File: config.mk
export PLATFORM = sky130hd
export DESIGN_NAME = disp_scroll_ctrl
export DESIGN_NICKNAME = d
export VERILOG_FILES = /design/src/rtl/disp_scroll_ctrl.sv
export SDC_FILE = /design/constraint.sdc
export NUM_CORES = 1
export LEC_CHECK = 0
export BUFFER_PORTS_ARGS = -buffer_cell sky130_fd_sc_hd__buf_2
export CAP_MARGIN = 0
export CORE_MARGIN = 3
export CORE_UTILIZATION = 55
export CTS_CLUSTER_SIZE = 20
export DETAILED_ROUTE_END_ITERATION = 7
export GPL_TIMING_DRIVEN = 1
export PLACE_DENSITY = 0.86
export SLEW_MARGIN = 20
export SYNTH_ARGS = -nofsm -noshare
export SYNTH_HDL_FRONTEND = slang
export SYNTH_SLANG_ARGS = --single-unit
export TNS_END_PERCENT = 5
File: constraint.sdc
create_clock -name clk -period 5.6 [get_ports clk]
set_clock_uncertainty 0.05 [all_clocks]
set_input_delay 0 -clock clk [delete_from_list [all_inputs] [get_ports clk]]
set_output_delay 0 -clock clk [all_outputs]
set_load 0.01 [all_outputs]
File: src/rtl/disp_scroll_ctrl.sv
// Message sequencer for a 4-digit seven-segment multiplexer: buffers segment patterns and
// scrolls a 4-digit window across them. Optional blinking with DISP_SCROLL_CTRL_BLINK_EN.
module disp_scroll_ctrl #(
  parameter int unsigned DEPTH     = 16,
  parameter int unsigned STEP_DIV  = 12_500_000,
  parameter int unsigned BLINK_DIV = 25_000_000
) (
  input  logic       clk,
  input  logic       reset,
  input  logic       wr_en,
  input  logic [7:0] wr_data,
  output logic       wr_ready,
  input  logic       clr,
  input  logic       start,
  input  logic       loop,
  input  logic       stop,
`ifdef DISP_SCROLL_CTRL_BLINK_EN
  input  logic       blink,
`endif
  output logic       busy,
  output logic       done,
  output logic [7:0] dig3,
  output logic [7:0] dig2,
  output logic [7:0] dig1,
  output logic [7:0] dig0
);

  localparam int unsigned AddrW = $clog2(DEPTH);
  localparam int unsigned LenW  = AddrW + 1;
  localparam int unsigned PosW  = $clog2(DEPTH + 4);
  localparam int unsigned CntW  = $clog2(STEP_DIV);

  typedef enum logic [0:0] {StIdle, StScroll} state_e;

  state_e          state_q, state_d;
  logic [LenW-1:0] len_q, len_d;
  logic [PosW-1:0] pos_q, pos_d;
  logic [CntW-1:0] cnt_q, cnt_d;
  logic            loop_q, loop_d;
  logic            done_q, done_d;
  logic            wr_fire;
  logic            blank_d;
  logic [7:0]      buf_q [DEPTH];
  logic [7:0]      dig_q [4];
  logic [7:0]      dig_d [4];

  always_comb begin
    state_d = state_q;
    len_d   = len_q;
    pos_d   = pos_q;
    cnt_d   = cnt_q;
    loop_d  = loop_q;
    done_d  = 1'b0;
    wr_fire = 1'b0;
    unique case (state_q)
      StIdle: begin
        if (clr) begin
          len_d = '0;
        end else if (wr_en && (len_q < LenW'(DEPTH))) begin
          wr_fire = 1'b1;
          len_d   = len_q + 1'b1;
        end
        // Start sees the post-write length so a same-cycle write is scrolled too.
        if (start && !stop && (len_d != '0)) begin
          state_d = StScroll;
          pos_d   = '0;
          cnt_d   = '0;
          loop_d  = loop;
        end
      end
      StScroll: begin
        if (stop) begin
          state_d = StIdle;
          pos_d   = '0;
          cnt_d   = '0;
        end else if (cnt_q == CntW'(STEP_DIV - 1)) begin
          cnt_d = '0;
          if (pos_q < PosW'(len_q)) begin
            pos_d = pos_q + 1'b1;
          end else if (loop_q) begin
            pos_d = '0;
          end else begin
            done_d  = 1'b1;
            state_d = StIdle;
            pos_d   = '0;
          end
        end else begin
          cnt_d = cnt_q + 1'b1;
        end
      end
      default: state_d = StIdle;
    endcase
  end

  // Window is built from next-state values so digits change on the same edge as pos.
  always_comb begin
    for (int k = 0; k < 4; k++) begin
      dig_d[k] = 8'hFF;
      if ((state_d == StScroll) && !blank_d && ((int'(pos_d) + k) < int'(len_d))) begin
        if (wr_fire && ((int'(pos_d) + k) == int'(len_q))) begin
          dig_d[k] = wr_data;
        end else begin
          dig_d[k] = buf_q[AddrW'(int'(pos_d) + k)];
        end
      end
    end
  end

`ifdef DISP_SCROLL_CTRL_BLINK_EN
  localparam int unsigned BlkW = $clog2(BLINK_DIV);

  logic [BlkW-1:0] bcnt_q, bcnt_d;
  logic            phase_q, phase_d;

  always_comb begin
    bcnt_d  = bcnt_q;
    phase_d = phase_q;
    if (state_q == StIdle) begin
      bcnt_d  = '0;
      phase_d = 1'b0;
    end else if (bcnt_q == BlkW'(BLINK_DIV - 1)) begin
      bcnt_d  = '0;
      phase_d = ~phase_q;
    end else begin
      bcnt_d = bcnt_q + 1'b1;
    end
    blank_d = blink & phase_d;
  end

  always_ff @(posedge clk) begin
    if (reset) begin
      bcnt_q  <= '0;
      phase_q <= 1'b0;
    end else begin
      bcnt_q  <= bcnt_d;
      phase_q <= phase_d;
    end
  end
`else
  assign blank_d = 1'b0;
`endif

  always_ff @(posedge clk) begin
    if (reset) begin
      state_q <= StIdle;
      len_q   <= '0;
      pos_q   <= '0;
      cnt_q   <= '0;
      loop_q  <= 1'b0;
      done_q  <= 1'b0;
      for (int k = 0; k < 4; k++) dig_q[k] <= 8'hFF;
    end else begin
      state_q <= state_d;
      len_q   <= len_d;
      pos_q   <= pos_d;
      cnt_q   <= cnt_d;
      loop_q  <= loop_d;
      done_q  <= done_d;
      for (int k = 0; k < 4; k++) dig_q[k] <= dig_d[k];
    end
  end

  // Message RAM is deliberately not reset.
  always_ff @(posedge clk) begin
    if (!reset && wr_fire) buf_q[len_q[AddrW-1:0]] <= wr_data;
  end

  assign wr_ready = (state_q == StIdle);
  assign busy     = (state_q == StScroll);
  assign done     = done_q;
  assign dig3     = dig_q[0];
  assign dig2     = dig_q[1];
  assign dig1     = dig_q[2];
  assign dig0     = dig_q[3];

endmodule

==> impl_metrics.toml <==
[run_status]
status = "finished clean"

[global_route]
grtUsageMet3_pct = 10.32
busiest_layer = "met2"
grt_pass1_vias = 9712
grtUsageMet2_pct = 45.03
grt_max_degree = 79
track_usage_pct = 30.31
met1_usage_pct = 39.83
grt_pass1_wl_um = 55890
antenna_found_initial = 2
grt_remaining_overflow = 0

[placed_design]
portBuffers = 49
postPlaceCellArea_um2 = 12680
place_congestion = 0.9902
post-place-cells = 1457
hpwlAfterDp_um = 24490

[yosys]
synth-compound-area-share_pct = 9.380
ys_ff_latch = 197
yosysWarnings = 0
synthAdderAreaFrac_pct = 3.106
yosysUniqueCellTypes = 74
syn_inst = 1171
synthSimpleGateAreaFrac_pct = 19.40
synth_area_per_cell_um2 = 10.32
synth_top_family_by_area = "simple AND/OR/NAND/NOR gates"
muxShareOfSynthArea_pct = 18.93
syn_nets = 1216
synthFlopType = "edfxtp_1"
seq_area_frac_synth_pct = 43.23
synth_xor_xnor_area_share_pct = 2.868
syn_area_um2 = 12090
synth_edf_count = 128
async_flop_share_pct = 0

[final_layout]
seq_area_um2 = 5225
drive_gt1_share_pct = 16.54
final_cells = 1502
final_cell_mix = "nand2_1, edfxtp_1, nand3_1"
mostFrequentLayoutCell = "nand2_1"
design_area_um2 = 13380
area_growth_pct = 10.74
fillers = 1626
antenna_cells = 0
multi_input_area_um2 = 6531
final_nets = 1259

[detailed_routing]
wl_um = 36790
vias = 10390
viasPerCell = 6.915
ant_nets = 0
drtPass1Iterations = 5
drt-initial-drc-count = 1486
wl_per_cell_um = 24.49
drc = 0

[floorplanning]
die_x_um = 154.2
dieHeight_um = 154.2
io_pins = 50
die-area_um2 = 23790
core-area_um2 = 21290
initial_core_util_pct = 56.77
rows = 53

[setup_path]
ff2ff_setup_slack_ns = 0.46
cp-end-kind = "flip-flop"
arrival_ns = 5.36
worstSetupPathType = "flip-flop to flip-flop"
timing.rr.start = "cnt_q[0]$_SDFFE_PP0P_"
path_max_fanout = 29
cp-start-kind = "flip-flop"
required_ns = 5.83
reg2reg_to = "dig_q[1][2]$_SDFF_PP1_"
worstRegToRegCells = 15

[sta]
slew_headroom_pct = 22.51
timing.final.crit_share_pct = 91.70
rsz0062_at_grt = "false"
fin_setup_tns_ns = 0
min_period_ns = 5.135
setup_viol = 0
fmax_mhz = 194.7
hold_violations = 0
tightest_slew_ns = 1.158
holdWs_ns = 0.04706
slew_violations = 0

[clocking]
htree_num_levels = 4
cts-resized-gates = 0
numCtsBuffers = 17
post_cts_buffers = 0
cts_sinks = 197
cts_tree = "done"
cts-root-buf = "clkbuf_16"
clk_pin_slew_ns = 0.08
cts.path.max_buffers = 2
clkLatencyLatePin_ns = 0.45

[worst_hold_path]
hold_end = "len_q[1]$_SDFF_PP0_"
hp-start = "clr"
hold_path_class = "primary input to flip-flop"
holdPathStages = 4

[power_and_ir_drop]
swShare_pct = 23.07
p_per_area_nw_per_um2 = 212.3
irDropWorstVdd_uv = 160.3
clock_power_share_pct = 42.3
pwr-share-seq_pct = 54.6
pwr-share-comb_pct = 3.0
p_int_mw = 2.186
power.switching_mw = 0.6553
finalPower_mw = 2.841
power_leakage_nw = 4.866

[job]
maxCapViolCount = 0
cell families (layout without fill, tap and decap cells):
logic type,after synthesis,after routing
fa+ha+maj,30,30
compound gates,161,161
mux,161,161
buf+inv,92,148
xor+xnor,35,35
flops,197,197
simple gates,495,495
per-layer routing:
metal,share of wire (%),vias to the layer above
met5,0.073,-
met4,5.8,4
met3,14,189
met2,43,804
met1,37,4891
li1,-,4498
stage by stage:
step                utilization, %  worst slack (ns)
detailed placement           59.56            0.5354
global placement             59.49            0.6964
global route                 62.87            0.1308
finish                       62.87            0.4647
CTS                          62.85            0.5190
floorplan                        -            0.1377
power by group through the flow:
| stage | logic, mW | clock network [mW] | registers, mW |
|---|---|---|---|
| global route | 0.0919 | 1.26 | 1.55 |
| detailed placement | 0.0761 | 0 | 1.59 |
| CTS | 0.0830 | 1.20 | 1.55 |
| floorplan | 0.0384 | 0 | 1.58 |
| global placement | 0.0738 | 0 | 1.58 |
| finish | 0.0859 | 1.20 | 1.55 |
registers in the layout (all words and copies together), names as in the netlist:
signal,count
pos_q,5
busy,1
done,1
loop_q,1
cnt_q,24
buf_q,128
dig_q,32
len_q,5
Yosys cell counts (19+ instances only):
master	number	share of area, %
a21oi_1	40	1.7
clkbuf_1	44	1.4
dfxtp_1	69	11
edfxtp_1	128	32
ha_1	30	3.1
mux2i_1	107	8.9
mux4_2	54	10
nand2_1	196	6.1
nand3_1	113	4.7
nor2_1	74	2.3
nor3_1	24	0.99
xnor2_1	19	1.4
final cells by class:
type                    instances  share of cell area, %
well taps                     275                  2.571
clock buffers                  19                  3.394
repair buffers                 97                  4.768
flip-flops and latches        197                  39.04
clock inverters                13                 0.8601
inverters                      19                 0.5610
multi-input cells             882                  48.80
timing repair:
action	in CTS	in global routing
hold buffers	13	0
endpoints found under the setup margin	0	0
hold endpoints to repair	148	0
critical path, stage by stage (launching register included):
cell	delay (ns)
dfxtp_1	0.38
ha_1	0.22
nand4_2	0.17
or4_4	0.59
o21a_1	0.29
a211oi_1	0.63
a21o_4	0.54
clkinv_2	0.15
ha_1	0.31
xnor2_2	0.22
inv_2	0.12
ha_1	0.29
o21ai_1	0.07
a21oi_1	0.09
nor4b_2	0.64
nand3_1	0.18
worst max path at each step:
stage / to / slack, ns / startpoint
final: dig_q[1][2]$_SDFF_PP1_ / 0.46 / cnt_q[0]$_SDFFE_PP0P_
after floorplan: dig_q[3][7]$_SDFF_PP1_ / 0.14 / len_q[0]$_SDFF_PP0_
after detailed placement: dig_q[1][2]$_SDFF_PP1_ / 0.54 / cnt_q[0]$_SDFFE_PP0P_
after global placement: dig_q[1][6]$_SDFF_PP1_ / 0.70 / cnt_q[0]$_SDFFE_PP0P_
after CTS: dig_q[1][2]$_SDFF_PP1_ / 0.52 / cnt_q[0]$_SDFFE_PP0P_
after global routing: dig_q[1][6]$_SDFF_PP1_ / 0.13 / cnt_q[0]$_SDFFE_PP0P_
Note: power is estimated with default switching activity, not from simulation.
